[config.mk]
export PLATFORM = sky130hd
export DESIGN_NAME = adxl345_spi_responder
export DESIGN_NICKNAME = d
export VERILOG_FILES = /design/src/rtl/adxl345_pkg.sv /design/src/rtl/adxl345_spi_responder_sync.sv /design/src/rtl/adxl345_spi_responder.sv
export SDC_FILE = /design/constraint.sdc
export NUM_CORES = 1
export LEC_CHECK = 0
export ABC_AREA = 1
export ABC_CLOCK_PERIOD_IN_PS = 4500
export CAP_MARGIN = 20
export CORE_ASPECT_RATIO = 0.6
export CORE_MARGIN = 2
export CORE_UTILIZATION = 59
export CTS_CLUSTER_DIAMETER = 100
export DETAILED_ROUTE_END_ITERATION = 8
export PLACE_DENSITY = 0.95
export SYNTH_ARGS = -nofsm -noshare
export SYNTH_HDL_FRONTEND = slang
export SYNTH_HIERARCHICAL = 1
export SYNTH_SLANG_ARGS = --single-unit
[constraint.sdc]
create_clock -name clk -period 4.5 [get_ports clk]
set_clock_uncertainty 0.1 [all_clocks]
set_input_delay 1.35 -clock clk [delete_from_list [all_inputs] [get_ports clk]]
set_output_delay 1.35 -clock clk [all_outputs]
set_load 0.01 [all_outputs]
[src/rtl/adxl345_pkg.sv]
// Shared constants, reset values and FSM state type for the ADXL345 SPI responder.
package adxl345_pkg;

  localparam logic [5:0] ADDR_DEVID       = 6'h00;
  localparam logic [5:0] ADDR_BW_RATE     = 6'h2C;
  localparam logic [5:0] ADDR_POWER_CTL   = 6'h2D;
  localparam logic [5:0] ADDR_INT_SOURCE  = 6'h30;
  localparam logic [5:0] ADDR_DATA_FORMAT = 6'h31;
  localparam logic [5:0] ADDR_DATAX0      = 6'h32;
  localparam logic [5:0] ADDR_DATAZ1      = 6'h37;

  localparam logic [7:0] RST_BW_RATE     = 8'h0A;
  localparam logic [7:0] RST_POWER_CTL   = 8'h00;
  localparam logic [7:0] RST_DATA_FORMAT = 8'h00;

  localparam int CMD_RW_BIT            = 7;
  localparam int CMD_MB_BIT            = 6;
  localparam int POWER_CTL_MEASURE_BIT = 3;

  typedef enum logic [1:0] {
    ST_IDLE,
    ST_CMD,
    ST_WR_DATA,
    ST_RD_DATA
  } resp_state_t;

  function automatic logic is_data_addr(input logic [5:0] a);
    return (a >= ADDR_DATAX0) && (a <= ADDR_DATAZ1);
  endfunction

endpackage

[src/rtl/adxl345_spi_responder_sync.sv]
// 3-stage pin synchronizer for CSN/SCLK/SDI with rise/fall pulses on CSN and SCLK.
module spi_pin_sync (
  input  logic clk,
  input  logic reset,
  input  logic i_csn,
  input  logic i_sclk,
  input  logic i_sdi,
  output logic o_csn_sync,
  output logic o_sclk_sync,
  output logic o_sdi_sync,
  output logic o_csn_rise,
  output logic o_csn_fall,
  output logic o_sclk_rise,
  output logic o_sclk_fall
);

  // bit 0 = CSN, bit 1 = SCLK, bit 2 = SDI
  localparam logic [2:0] IDLE_LEVEL = 3'b011;

  logic [2:0] w_pin;
  logic [2:0] r_s0, r_s1, r_s2;
  logic [2:0] r_fill;
  logic [1:0] w_rise, w_fall;

  assign w_pin = {i_sdi, i_sclk, i_csn};

  always_ff @(posedge clk) begin
    if (reset) begin
      r_s0   <= IDLE_LEVEL;
      r_s1   <= IDLE_LEVEL;
      r_s2   <= IDLE_LEVEL;
      r_fill <= '0;
    end else begin
      r_s0   <= w_pin;
      r_s1   <= r_s0;
      r_s2   <= r_s1;
      r_fill <= {r_fill[1:0], 1'b1};
    end
  end

  // Edges are suppressed until the pipeline holds real pin samples, so a pin
  // held low across reset is not mistaken for a fresh edge.
  generate
    for (genvar gi = 0; gi < 2; gi++) begin : g_edge
      assign w_rise[gi] = r_fill[2] &  r_s1[gi] & ~r_s2[gi];
      assign w_fall[gi] = r_fill[2] & ~r_s1[gi] &  r_s2[gi];
    end
  endgenerate

  assign o_csn_sync  = r_s1[0];
  assign o_sclk_sync = r_s1[1];
  assign o_sdi_sync  = r_s1[2];
  assign o_csn_rise  = w_rise[0];
  assign o_csn_fall  = w_fall[0];
  assign o_sclk_rise = w_rise[1];
  assign o_sclk_fall = w_fall[1];

endmodule

[src/rtl/adxl345_spi_responder.sv]
// SPI mode-3 target emulating a reduced ADXL345 register map, oversampled in clk.
// Optional ADXL_RESP_SHADOW_EN: snapshot data bytes at CS fall for atomic burst reads.
module adxl345_spi_responder
  import adxl345_pkg::*;
#(
  parameter int         CLK_RATIO_MIN = 8,
  parameter logic [7:0] DEVID_VALUE   = 8'hE5
) (
  input  logic        clk,
  input  logic        reset,
  input  logic        spi_csn,
  input  logic        spi_sclk,
  input  logic        spi_sdi,
  output logic        spi_sdo,
  output logic        sdo_oe,
  input  logic [15:0] sample_x,
  input  logic [15:0] sample_y,
  input  logic [15:0] sample_z,
  input  logic        sample_valid,
  output logic [7:0]  reg_bw_rate,
  output logic [7:0]  reg_power_ctl,
  output logic [7:0]  reg_data_format,
  output logic        data_ready,
  output logic        busy
);

  localparam logic [3:0] SCLK_LOW_MIN = 4'(CLK_RATIO_MIN / 2 - 1);

  logic w_csn_sync, w_sclk_sync, w_sdi_sync;
  logic w_csn_rise, w_csn_fall, w_sclk_rise, w_sclk_fall;

  resp_state_t r_state, w_state_next;
  logic [2:0]  r_bit_cnt;
  logic [7:0]  r_shift, r_tx;
  logic [5:0]  r_addr;
  logic        r_mb, r_sdo, r_rd_data_seen, r_data_ready, r_busy;
  logic [7:0]  r_bw_rate, r_power_ctl, r_data_format;
  logic [7:0]  r_data [6];
  logic [7:0]  w_rd_src [6];
  logic [7:0]  w_byte, w_rd_byte;
  logic [5:0]  w_next_addr, w_load_addr;
  logic [2:0]  w_data_idx;
  logic        w_byte_done, w_capture;
  logic [3:0]  r_sclk_low_cnt;

  spi_pin_sync u_sync (
    .clk        (clk),
    .reset      (reset),
    .i_csn      (spi_csn),
    .i_sclk     (spi_sclk),
    .i_sdi      (spi_sdi),
    .o_csn_sync (w_csn_sync),
    .o_sclk_sync(w_sclk_sync),
    .o_sdi_sync (w_sdi_sync),
    .o_csn_rise (w_csn_rise),
    .o_csn_fall (w_csn_fall),
    .o_sclk_rise(w_sclk_rise),
    .o_sclk_fall(w_sclk_fall)
  );

  assign w_byte      = {r_shift[6:0], w_sdi_sync};
  assign w_byte_done = w_sclk_rise && !w_csn_rise && !w_csn_fall &&
                       (r_bit_cnt == 3'd7) && (r_state != ST_IDLE);
  assign w_next_addr = r_mb ? r_addr + 6'd1 : r_addr;
  // The byte to load is either the one the command just addressed or the next in the burst.
  assign w_load_addr = (r_state == ST_CMD) ? w_byte[5:0] : w_next_addr;
  assign w_data_idx  = 3'(w_load_addr - ADDR_DATAX0);
  assign w_capture   = sample_valid && r_power_ctl[POWER_CTL_MEASURE_BIT];

`ifdef ADXL_RESP_SHADOW_EN
  logic [7:0] r_shadow [6];

  always_ff @(posedge clk) begin
    if (reset) begin
      for (int i = 0; i < 6; i++) r_shadow[i] <= '0;
    end else if (w_csn_fall) begin
      for (int i = 0; i < 6; i++) r_shadow[i] <= r_data[i];
    end
  end

  generate
    for (genvar gi = 0; gi < 6; gi++) begin : g_src
      assign w_rd_src[gi] = r_shadow[gi];
    end
  endgenerate
`else
  generate
    for (genvar gi = 0; gi < 6; gi++) begin : g_src
      assign w_rd_src[gi] = r_data[gi];
    end
  endgenerate
`endif

  always_comb begin
    w_rd_byte = 8'h00;
    case (w_load_addr)
      ADDR_DEVID:       w_rd_byte = DEVID_VALUE;
      ADDR_BW_RATE:     w_rd_byte = r_bw_rate;
      ADDR_POWER_CTL:   w_rd_byte = r_power_ctl;
      ADDR_INT_SOURCE:  w_rd_byte = {r_data_ready, 7'b0};
      ADDR_DATA_FORMAT: w_rd_byte = r_data_format;
      default:          if (is_data_addr(w_load_addr)) w_rd_byte = w_rd_src[w_data_idx];
    endcase
  end

  always_ff @(posedge clk) begin
    if (reset) r_state <= ST_IDLE;
    else       r_state <= w_state_next;
  end

  always_comb begin
    w_state_next = r_state;
    if (w_csn_rise)
      w_state_next = ST_IDLE;
    else if (w_csn_fall)
      w_state_next = ST_CMD;
    else if (r_state == ST_CMD && w_byte_done)
      w_state_next = w_byte[CMD_RW_BIT] ? ST_RD_DATA : ST_WR_DATA;
  end

  always_ff @(posedge clk) begin
    if (reset) begin
      r_bit_cnt      <= '0;
      r_shift        <= '0;
      r_tx           <= '0;
      r_addr         <= '0;
      r_mb           <= 1'b0;
      r_sdo          <= 1'b0;
      r_rd_data_seen <= 1'b0;
      r_data_ready   <= 1'b0;
      r_busy         <= 1'b0;
      r_bw_rate      <= RST_BW_RATE;
      r_power_ctl    <= RST_POWER_CTL;
      r_data_format  <= RST_DATA_FORMAT;
      for (int i = 0; i < 6; i++) r_data[i] <= '0;
    end else begin
      if (w_csn_fall) begin
        r_bit_cnt      <= '0;
        r_sdo          <= 1'b0;
        r_rd_data_seen <= 1'b0;
      end else if (w_sclk_rise && r_state != ST_IDLE) begin
        r_shift   <= w_byte;
        r_bit_cnt <= r_bit_cnt + 3'd1;
      end

      if (w_byte_done) begin
        case (r_state)
          ST_CMD: begin
            r_addr <= w_byte[5:0];
            r_mb   <= w_byte[CMD_MB_BIT];
            r_tx   <= w_rd_byte;
          end
          ST_WR_DATA: begin
            r_addr <= w_next_addr;
            case (r_addr)
              ADDR_BW_RATE:     r_bw_rate     <= w_byte;
              ADDR_POWER_CTL:   r_power_ctl   <= w_byte;
              ADDR_DATA_FORMAT: r_data_format <= w_byte;
              default: ;
            endcase
          end
          ST_RD_DATA: begin
            r_addr <= w_next_addr;
            r_tx   <= w_rd_byte;
            if (is_data_addr(r_addr)) r_rd_data_seen <= 1'b1;
          end
          default: ;
        endcase
      end

      if (w_sclk_fall && r_state == ST_RD_DATA) begin
        r_sdo <= r_tx[7];
        r_tx  <= {r_tx[6:0], 1'b0};
      end

      if (w_capture) begin
        r_data[0] <= sample_x[7:0];
        r_data[1] <= sample_x[15:8];
        r_data[2] <= sample_y[7:0];
        r_data[3] <= sample_y[15:8];
        r_data[4] <= sample_z[7:0];
        r_data[5] <= sample_z[15:8];
      end

      // A capture on the same cycle as the clearing CS rise keeps data_ready set.
      if (w_capture)
        r_data_ready <= 1'b1;
      else if (w_csn_rise && r_rd_data_seen)
        r_data_ready <= 1'b0;

      if (w_csn_fall)      r_busy <= 1'b1;
      else if (w_csn_rise) r_busy <= 1'b0;
    end
  end

  always_ff @(posedge clk) begin
    if (reset || w_sclk_sync)       r_sclk_low_cnt <= '0;
    else if (r_sclk_low_cnt != 4'hF) r_sclk_low_cnt <= r_sclk_low_cnt + 4'd1;
  end

  a_sclk_ratio: assert property (@(posedge clk) disable iff (reset)
    w_sclk_rise |-> (r_sclk_low_cnt >= SCLK_LOW_MIN));

  assign sdo_oe          = (r_state == ST_RD_DATA) && !w_csn_sync;
  assign spi_sdo         = sdo_oe & r_sdo;
  assign reg_bw_rate     = r_bw_rate;
  assign reg_power_ctl   = r_power_ctl;
  assign reg_data_format = r_data_format;
  assign data_ready      = r_data_ready;
  assign busy            = r_busy;

endmodule

==> results.yml <==
yosys:
  synth_edf_count: 48
  synth_top_flop_cell: "dfxtp_1"
  synth.net_count: 795
  synth_xor_area_share_pct: 0.287
  synthMuxAreaShare_pct: 0
  synth-compound-area-share_pct: 11.9
  synth_fa_ha_area_share_pct: 1.55
  synthCells: 734
  avgSynthCellArea_um2: 7.71
  ys_types: 43
  synth_top_family_by_area: "simple AND/OR/NAND/NOR gates"
  yosys_warnings: 6
  ys_ff_latch: 114
  syn-cell-area_um2: 5660
  yosys.area_share.simple_pct: 26.2
  synth-seq-area-share_pct: 48.8
  ys_async_sr_fraction_pct: 0
floorplanning:
  io_pins: 82
  die_x_um: 130
  num_rows: 27
  initial_core_util_pct: 61.1
  core_um2: 9260
  die_y_um: 79.9
  dieArea_um2: 10400
pwr:
  p_sw_share_pct: 21.5
  internal_power_w: 0.00195
  vdd_ir_drop_max_v: 0.000361
  pwr-share-seq_pct: 44.8
  pwr-share-comb_pct: 4.3
  power_switching_w: 0.000534
  p_per_area_nw_per_um2: 348
  leakagePower_nw: 3.07
  pwr-share-clk_pct: 50.8
global_route:
  grt_pass1_wl_mm: 25.2
  grt_max_degree: 50
  gr-usage-all-layers_pct: 32.3
  grt_pass1_vias: 5154
  overflow: 0
  antenna_found_initial: 0
routing:
  drt-initial-drc-count: 743
  drc: 0
  vias: 5333
  drt_wl_total_mm: 15.8
  drt-wirelength-per-cell_um: 16.5
  viasPerCell: 5.54
  postRouteAntennaNets: 0
  drt_pass1_iterations: 7
timing:
  tightest_slew_ns: 0.995
  fin_crit_ns: 3.47
  slew_headroom_pct: 33.2
  fin_crit_sh_pct: 77.1
  fin_tns_setup_ns: 0
  max_freq_ghz: 0.288
  rsz0062_at_grt: "no"
  setup_viol: 0
  final-max-slew-violation-count: 0
  hold_slack_ns: 0.305
  finalHoldViolCount: 0
worst_hold_path:
  hp-class: "reg2reg"
  hp-start: "u_sync/r_fill[1]"
  min_to: "u_sync/r_fill[2]"
  min_path_cells: 2
clock_tree:
  cts-root-buf: "clkbuf_16"
  cts_sinks: 114
  cts_tree: "built"
  numCtsBuffers: 17
  post-cts-setup-buffers: 0
  ctsHoldBuffers: 0
  clock_latency_ns: 0.42
  path_clk_slew_ns: 0.05
  cts-resized-gates: 0
  cts-htree-levels: 4
  cts_buffer_depth: 2
job:
  cap_violations: 0
layout:
  multi_input_area_um2: 2260
  regArea_um2: 2760
  fin_cells: 963
  final_layout_size_suffix_gt1_share_pct: 8.52
  area_growth_pct: 25.9
  layout_commonest_cell: "nand2_1"
  fill_cells: 616
  mostFrequentLayoutCells: "nand2_1 (149), inv_1 (131), nor2_1 (85)"
  diodes: 0
  nets: 881
placed_design:
  placed_cells_incl_taps: 931
  place_congestion: 0.971
  dp_hpwl_mm: 10.7
  io_buffers: 81
outcome:
  status: "complete, no violations"
setup_path:
  r2r_slack_ns: 1.45
  crit_arrival_ns: 2.02
  critPathKind: "reg2out"
  r2r_start: "r_state[1]"
  critPathRequiredTime_ns: 3.05
  worstRegToRegCells: 15
  end_kind: "primary output"
  setup.worst_path.start_class: "flop"
  crit_fanout: 11
  r2r-end: "r_tx[1]"
==> state kept, by name, summed over array words and instances (netlist names) <==
name,count
r_sdo,1
r_state,2
r_mb,1
u_sync/r_s1,3
busy,1
u_sync/r_s2,2
u_sync/r_fill,3
reg_bw_rate,8
reg_data_format,8
r_shift,7
u_sync/r_s0,3
r_addr,6
r_bit_cnt,3
r_data,48
r_rd_data_seen,1
reg_power_ctl,8
data_ready,1
r_tx,8
==> through the flow <==
stage	worst slack [ns]	total power, W	util (%)	cell area, um2
floorplan	1.16	0.00117	-	5660
global placement	1.42	0.00123	70.9	6560
detailed placement	1.35	0.00124	70.9	6560
CTS	1.03	0.00248	77.0	7130
global route	0.946	0.00255	77.0	7130
finish	1.03	0.00248	77.0	7130
==> worst max-delay path by stage <==
stage	endpoint	start	slack, ns	depth (start not counted)
after floorplan	r_data[0][0]	reset	1.16	3
after global placement	r_data[5][3]	reset	1.42	6
after detailed placement	r_data[5][2]	reset	1.35	6
after CTS	spi_sdo	r_state[1]	1.03	3
after global routing	spi_sdo	r_state[1]	0.95	3
final	spi_sdo	r_state[1]	1.03	3
==> cell usage after synthesis (all sizes together), types with 5 or more instances <==
library cell	n	share of area, %
nand2	157	11
inv	136	9.0
nor2	96	7.4
nand3	67	6.3
dfxtp	66	23
o21ai	55	5.1
edfxtp	48	25
a21oi	46	4.2
buf	10	1.3
clkbuf	9	0.60
ha	7	1.5
or2	6	0.66
o211ai	5	0.66
o22ai	5	0.55
==> cell type report <==
class | count | share of cell area (%)
clock buffer | 24 | 7.20
clock inverter | 8 | 0.702
inverter | 139 | 7.39
multi-input combinational | 462 | 31.7
sequential | 114 | 38.8
tap | 130 | 2.28
timing repair buffer | 86 | 11.9
==> kinds of logic after synthesis <==
family                   after synthesis
AND/OR/NAND/NOR                      333
buffers and inverters                158
AO/OA/AOI/OAI                        121
flip-flops                           114
adder cells (fa/ha/maj)                7
XOR/XNOR                               1
==> layer usage <==
metal	vias to the layer above	part of all wire, %	GRT usage, %
li1	2527	-	-
met1	2430	43	44.5
met2	341	43	48.5
met3	35	12	10.3
met4	0	1.8	11.0
met5	-	0	0
==> power by group through the flow <==
stage / logic (W) / registers, W / clock network [W]
CTS: 0.000107 / 0.00111 / 0.00126
floorplan: 0.0000424 / 0.00113 / 0
global placement: 0.000102 / 0.00113 / 0
detailed placement: 0.000104 / 0.00113 / 0
global route: 0.000118 / 0.00111 / 0.00132
finish: 0.000108 / 0.00111 / 0.00126
==> critical path: stages (launching register included) <==
cell,delay [ns]
dfxtp_1,0.63
nand2_1,0.22
nor3_1,0.19
clkdlybuf4s50_1,0.56
Power figures use the tool's default switching activity.
